`src/rtl/adder_sum_accumulator.sv`:
```
// Accumulates COUNT consecutive adder sums into a wider total.
// Results go out over a valid/ready port with a sticky carry-out flag.
module adder_sum_accumulator #(
  parameter int IN_W  = 5,
  parameter int ACC_W = 8,
  parameter int COUNT = 4
) (
  input  logic             clk,
  input  logic             rst,
  input  logic             in_valid,
  output logic             in_ready,
  input  logic [IN_W-1:0]  in_sum,
  output logic             out_valid,
  input  logic             out_ready,
  output logic [ACC_W-1:0] out_acc,
  output logic             out_ovf,
  output logic             busy
);

  localparam int CW0 = $clog2(COUNT + 1);
  localparam int CW  = (CW0 < 1) ? 1 : CW0;
  localparam int SW  = ACC_W + 1;

  typedef enum logic [1:0] {
    S_IDLE,
    S_ACCUM,
    S_DONE
  } state_t;

  state_t           r_state;
  state_t           w_next;
  logic [ACC_W-1:0] r_acc;
  logic             r_ovf;
  logic [CW-1:0]    r_cnt;

  logic             w_accept;
  logic [SW-1:0]    w_sum;
  logic [CW-1:0]    w_cnt_nxt;
  logic             w_last;

  assign in_ready  = (r_state != S_DONE);
  assign out_valid = (r_state == S_DONE);
  assign busy      = (r_state == S_ACCUM);
  assign out_acc   = r_acc;
  assign out_ovf   = r_ovf;

  assign w_accept  = in_valid && in_ready;
  // Extra top bit of the sum is the carry out of the accumulator.
  assign w_sum     = {1'b0, r_acc} + SW'(in_sum);
  assign w_cnt_nxt = (r_state == S_IDLE) ? CW'(1) : r_cnt + CW'(1);
  assign w_last    = (w_cnt_nxt == CW'(COUNT));

  always_comb begin
    w_next = r_state;
    unique case (r_state)
      S_IDLE: begin
        if (w_accept) w_next = w_last ? S_DONE : S_ACCUM;
      end
      S_ACCUM: begin
        if (w_accept && w_last) w_next = S_DONE;
      end
      S_DONE: begin
        if (out_ready) w_next = S_IDLE;
      end
      default: w_next = S_IDLE;
    endcase
  end

  always_ff @(posedge clk) begin
    if (rst) r_state <= S_IDLE;
    else     r_state <= w_next;
  end

  always_ff @(posedge clk) begin
    if (rst) begin
      r_acc <= '0;
      r_ovf <= 1'b0;
      r_cnt <= '0;
    end else if (w_accept) begin
      if (r_state == S_IDLE) begin
        r_acc <= ACC_W'(in_sum);
        r_ovf <= 1'b0;
      end else begin
        r_acc <= w_sum[ACC_W-1:0];
        r_ovf <= r_ovf | w_sum[ACC_W];
      end
      r_cnt <= w_cnt_nxt;
    end
  end

endmodule
```
`config.mk`:
```
export PLATFORM = sky130hd
export DESIGN_NAME = adder_sum_accumulator
export DESIGN_NICKNAME = d
export VERILOG_FILES = /design/src/rtl/adder_sum_accumulator.sv
export SDC_FILE = /design/constraint.sdc
export NUM_CORES = 1
export LEC_CHECK = 0
export CAP_MARGIN = 20
export CELL_PAD_IN_SITES_DETAIL_PLACEMENT = 0
export CELL_PAD_IN_SITES_GLOBAL_PLACEMENT = 1
export CORE_UTILIZATION = 35
export DETAILED_ROUTE_END_ITERATION = 8
export PLACE_DENSITY = 0.86
export SLEW_MARGIN = 20
export SYNTH_ARGS = -nofsm -noshare
export SYNTH_HDL_FRONTEND = slang
export SYNTH_SLANG_ARGS = --single-unit
```
`constraint.sdc`:
```
create_clock -name clk -period 2.55 [get_ports clk]
set_clock_uncertainty 0.15 [all_clocks]
set_input_delay 0.3825 -clock clk [delete_from_list [all_inputs] [get_ports clk]]
set_output_delay 0.3825 -clock clk [all_outputs]
set_load 0.05 [all_outputs]
```
==> flow_metrics.py, run 1 <==
metrics = {
    "synthesis": {
        "synth_common_cells": "dfxtp_1, nor2_1, ha_1",
        "yosys.area.top_type_share_pct": 33.1,
        "synth_nets": 109,
        "netlist_area_sq_um": 846,
        "synthArstFlopShare_pct": 0,
        "synthDistinctLibCells": 37,
        "ys_warn_count": 0,
        "synth-main-ff-cell": "dfxtp_1",
        "synthTopCellsByArea": "dfxtp_1, ha_1, nor2_1",
        "synth_seq_cells": 14,
        "synth-edff-count": 0,
        "ys_seq_area_share_pct": 33.1,
        "synth.largest_area_cell": "dfxtp_1",
        "avgSynthCellArea_sq_um": 9.09,
        "netlist_instances": 93,
    },
    "worst_setup_path": {
        "cp_slowest_stage_delay_ns": 0.81,
        "cp_top_family": "buffers and inverters",
        "cp_cell_sequence": "nand2b_4 > clkdlybuf4s50_1",
        "crit_buf_inv": 1,
        "cp_max_fo": 9,
        "path_class": "reg2out",
        "end_kind": "output pin",
        "critPathLaunchType": "flop",
        "cp.required_ns": 2.02,
        "crit_arrival_ns": 1.82,
        "critPathSlowestCell": "clkdlybuf4s50_1",
    },
    "placement": {
        "numPortBuffers": 20,
        "place_area_sq_um": 1050,
        "hpwl_um": 1320,
        "place_congestion": 0.838,
    },
    "flow_run": {
        "drv_cap": 0,
    },
    "finish": {
        "antenna_cells": 0,
        "finalInstanceArea_sq_um": 1080,
        "drive_gt1_share_pct": 8.85,
        "utilization_pct": 48.0,
        "final_nets": 130,
        "syn2layout_area_growth_pct": 28.0,
    },
    "power_and_ir_drop": {
        "p_int_uw": 379,
        "switching_share_pct": 31.3,
        "power.share.clock_pct": 30.2,
        "peakVddDrop_mv": 0.475,
        "seqPwrFrac_pct": 43.4,
        "p_sw_uw": 173,
        "powerDensity_nw_per_um2": 510,
        "p_leak_uw": 0.000436,
        "combinationalPowerShare_pct": 26.4,
    },
    "floorplan": {
        "die_y_um": 51.2,
        "die-area_sq_um": 2620,
        "rows": 17,
        "die_w_um": 51.2,
        "ios": 21,
        "initial_core_util_pct": 37.5,
        "coreArea_sq_um": 2250,
    },
    "clock_tree": {
        "cts_resized": 0,
        "h-tree-depth": 1,
        "cts.sinks": 14,
        "cts_root_buffer": "clkbuf_4",
        "clk_pin_slew_ns": 0.09,
        "cts-hold-fix-buffers": 0,
        "cts_buffer_depth": 2,
        "worstSkewPairLatency_ns": 0.28,
        "cts_setup_buffers": 0,
        "cts_tree": "built",
        "cts_buffers": 3,
    },
    "grt": {
        "antenna_found_initial": 0,
        "grt_max_degree": 12,
        "globalRouteTotalUtil_pct": 15.8,
        "grt_pass1_vias": 718,
        "grt_pass1_wl_um": 3070,
        "grt_overflow_total": 0,
    },
    "timing": {
        "tightest_slew_ns": 0.502,
        "hold_viol_final": 0,
        "max_freq_mhz": 426,
        "fin_setup_tns_ns": 0,
        "relSlewSlack_pct": 66.5,
        "rsz0062_at_grt": "no",
        "whs_ns": 0.349,
        "period_share_pct": 92.1,
        "drv_slew": 0,
        "period_minus_slack_ns": 2.35,
        "setup_viol": 0,
    },
    "route": {
        "drtAntennaViolNets": 0,
        "vias_per_cell": 5.14,
        "wirelength_um": 1740,
        "drc": 0,
        "dr_total_vias": 725,
        "wl_per_cell_um": 12.3,
        "dr.pass1.iters": 4,
        "dr.first_iter.drc_count": 10,
    },
    "outcome": {
        "status": "finished, final reports clean",
    },
    "min_path": {
        "hp-class": "reg2reg",
    },
}
-- registers in the layout, indices dropped and copies added, names as in the netlist --
register / count
out_acc: 8
out_ovf: 1
r_cnt: 3
r_state: 2
-- power groups by stage --
stage	Sequential (uW)	Clock, uW	Combinational [uW]
after floorplan	267	0	83.0
after global placement	244	0	145
after detailed placement	245	0	146
after CTS	240	172	146
after global routing	241	183	159
final	240	167	145
-- worst paths after layout --
kind	slack, ns	depth (start not counted)	from	endpoint
min reg2reg	0.35	1	out_ovf	out_ovf
min	0.35	1	out_ovf	out_ovf
max reg2reg	0.59	8	out_acc[0]	out_ovf
max	0.20	2	r_state[0]	in_ready
-- routing by layer --
| layer | global-route usage (%) | up-vias | share of wire (%) |
|---|---|---|---|
| met5 | 0 | - | 0 |
| met4 | 2.78 | 0 | 0.81 |
| met3 | 5.36 | 2 | 5.6 |
| met2 | 25.9 | 21 | 44 |
| met1 | 20.0 | 325 | 49 |
| li1 | - | 377 | - |
-- cell type report --
class | instances | area, sq um
fillers | 236 | 1170
multi-input cells | 71 | 515
flip-flops and latches | 14 | 280
repair buffers | 20 | 200
clock buffers | 4 | 36.3
well taps | 28 | 35.0
inverters | 4 | 15.0
-- cell families (layout without fill, tap and decap cells) --
group | count (synthesis) | in the layout | share of synthesized area (%)
flops | 14 | 14 | 33.1
simple gates | 33 | 33 | 20.7
mux | 2 | 2 | 2.37
fa+ha+maj | 7 | 7 | 11.2
xor+xnor | 6 | 6 | 6.21
compound gates | 23 | 23 | 20.4
buf+inv | 8 | 28 | 5.92
-- placed cells by master, fill, tap and decap left out, drive strengths merged, types with 2 or more instances in the layout --
| master | synthesis | layout |
|---|---|---|
| clkdlybuf4s50 | 0 | 20 |
| nor2 | 15 | 15 |
| dfxtp | 14 | 14 |
| ha | 6 | 6 |
| a21oi | 5 | 5 |
| inv | 4 | 4 |
| xnor2 | 4 | 4 |
| a211oi | 4 | 4 |
| clkbuf | 1 | 4 |
| nor2b | 3 | 3 |
| nand2 | 3 | 3 |
| a21o | 3 | 3 |
| nor3 | 3 | 3 |
| mux2i | 2 | 2 |
| a311oi | 2 | 2 |
| xor2 | 2 | 2 |
| nand4 | 2 | 2 |
-- through the flow --
stage,total power [uW],std cells,setup slack (ns)
floorplan,350,93,0.321
global placement,389,137,0.0971
detailed placement,391,137,0.0516
CTS,557,141,0.188
global route,584,141,0.103
finish,552,141,0.201
Power figures use the tool's default switching activity.
==> run 2, diff against run 1 <==
- SLEW_MARGIN: 20 -> not set
==> results of run 2 <==
Same layout as run 1: the final DEF is identical, and so are final timing and power.
==> patch (config.mk and constraints of run 1) <==
`COUNT`: 4 -> 8.
--- a/src/rtl/adder_sum_accumulator.sv
+++ b/src/rtl/adder_sum_accumulator.sv
@@ -3,7 +3,7 @@
 module adder_sum_accumulator #(
   parameter int IN_W  = 5,
   parameter int ACC_W = 8,
-  parameter int COUNT = 4
+  parameter int COUNT = 8
 ) (
   input  logic             clk,
   input  logic             rst,
Function: changed (Yosys sat finds a counterexample within 10 cycles, from zero or initial values and one cycle with rst high).
==> patch against run 1 <==
- final area increased by 5.8%
- routed wire length increased by 7.9%
- via count increased by 8.8%
- worst setup slack improved by 0.0045 ns
- sequential cell count increased by 1
- area after synthesis increased by 8.6%
- power decreased by 0.89%
- critical endpoint unchanged
==> patch: results (changes against run 1) <==
Place WS=0.0237 ns (-0.0279 ns); Synth cell types=38 (+2.7%); fillers=256 (+8.5%); area occupied by multi-input gates=547 sq um (+6.1%); final WL=1870 um (+7.9%); nets=140 (+7.7%); placed insts=149 (+8.8%); via density per instance=5.16 (+0.29%); DR pass1 iterations=4 (unchanged); crit path max fanout=10 (+1); hpwl dp=1380 um (+4.8%); Switching Share=32.8% (+1.5 points); Syn Nets=119 (+9.2%); Mapped Avg Cell Area=8.92 sq um (-2.0%); post-synthesis mux area share=2.18% (-0.19 points); status=finished, final reports clean; Compound-Gate Fraction of Synth Area=21.3% (+0.84 points); Sequential Power=0.000256 W (+7%); Pleak=0.431 nW (-1.1%); drt initial violations=21 (+11); FF-to-FF End=out_acc[4]$_SDFFE_PP0P_; Worst path slowest cell=clkdlybuf4s50_1; Critical Path Max Stage Delay=0.81 ns (about the same); Cell Area, Placed=1120 sq um (+6.9%); share of cells above drive strength 1=9.76% (+0.91 points); first-pass GRT wire length=3260 um (+6.1%); Clk pwr share=26.1% (-4.1 points); adder-cell share of the synthesized area=10.4% (-0.89 points); Reg2Reg Depth=8 (unchanged); R2R setup slack=0.53 ns (-0.06 ns); deepest clock path buffer count=2 (unchanged); largest net degree at the start of global routing=13 (+1); H-tree Lvls=1 (unchanged); worst setup slack after layout=0.205 ns (+0.00448 ns); CTS resizes=0 (unchanged); clk slew on worst S/H paths=0.10 ns; Post-synth top cells=15 x dfxtp_1, 13 x nor2_1, 7 x a21oi_1, 7 x inv_1; Vias=789 (+8.8%); Port Buffer Count=20 (unchanged); Setup crit start=r_state[0]$_SDFFE_PP0P_; GRT Overall Usage=15.8% (+0.033 points); number of global-route vias before repair=760 (+5.8%); Hold Crit Class=reg2reg; worst hold path depth=2 (+1); worst slew pin tran=0.559 ns (+0.0569 ns); top cells by area, synth=dfxtp_1 33%, ha_1 8.2%, xnor2_1 5.7%, nor2_1 5.3%, a21oi_1 3.8%; gpl congestion=0.801 (-4.4%); XOR/XNOR Fraction of Synth Area=6.68% (+0.46 points); Reg-to-Reg Start=out_acc[0]$_SDFFE_PP0P_; Seq/Total Area, Yosys=32.7% (-0.44 points); peak supply drop=344 uV (-27%); CP delay by family, top=buffers and inverters
[patch: cell types whose count changed in the layout (fill, tap and decap cells not counted), moves of 2 or more]
cell	run 1	this run
nand3_1	0	3
inv_1	4	7
a311oi_1	2	0
a21oi_1	5	7
a311oi_2	0	2
xnor2_1	4	6
[patch: cell type report]
cell class / count / share of cell area, %
multi-input combinational: 76 / 47.8
sequential: 15 / 26.2
timing repair buffer: 21 / 18.1
tap: 30 / 3.28
clock buffer: 4 / 2.30
inverter: 7 / 2.30
[patch: stage by stage]
stage / hold slack (ns) / total power [W]
floorplan: 0.299 / 0.000368
global placement: 0.294 / 0.000406
detailed placement: 0.306 / 0.000409
CTS: 0.321 / 0.000551
global route: 0.343 / 0.000576
finish: 0.316 / 0.000547
[patch: routing by layer]
| metal | GRT usage [%] | routed length [um] |
|---|---|---|
| met1 | 20.0 | 864 |
| met2 | 25.0 | 833 |
| met3 | 6.03 | 160 |
| met4 | 3.51 | 15 |
| met5 | 0 | 0 |
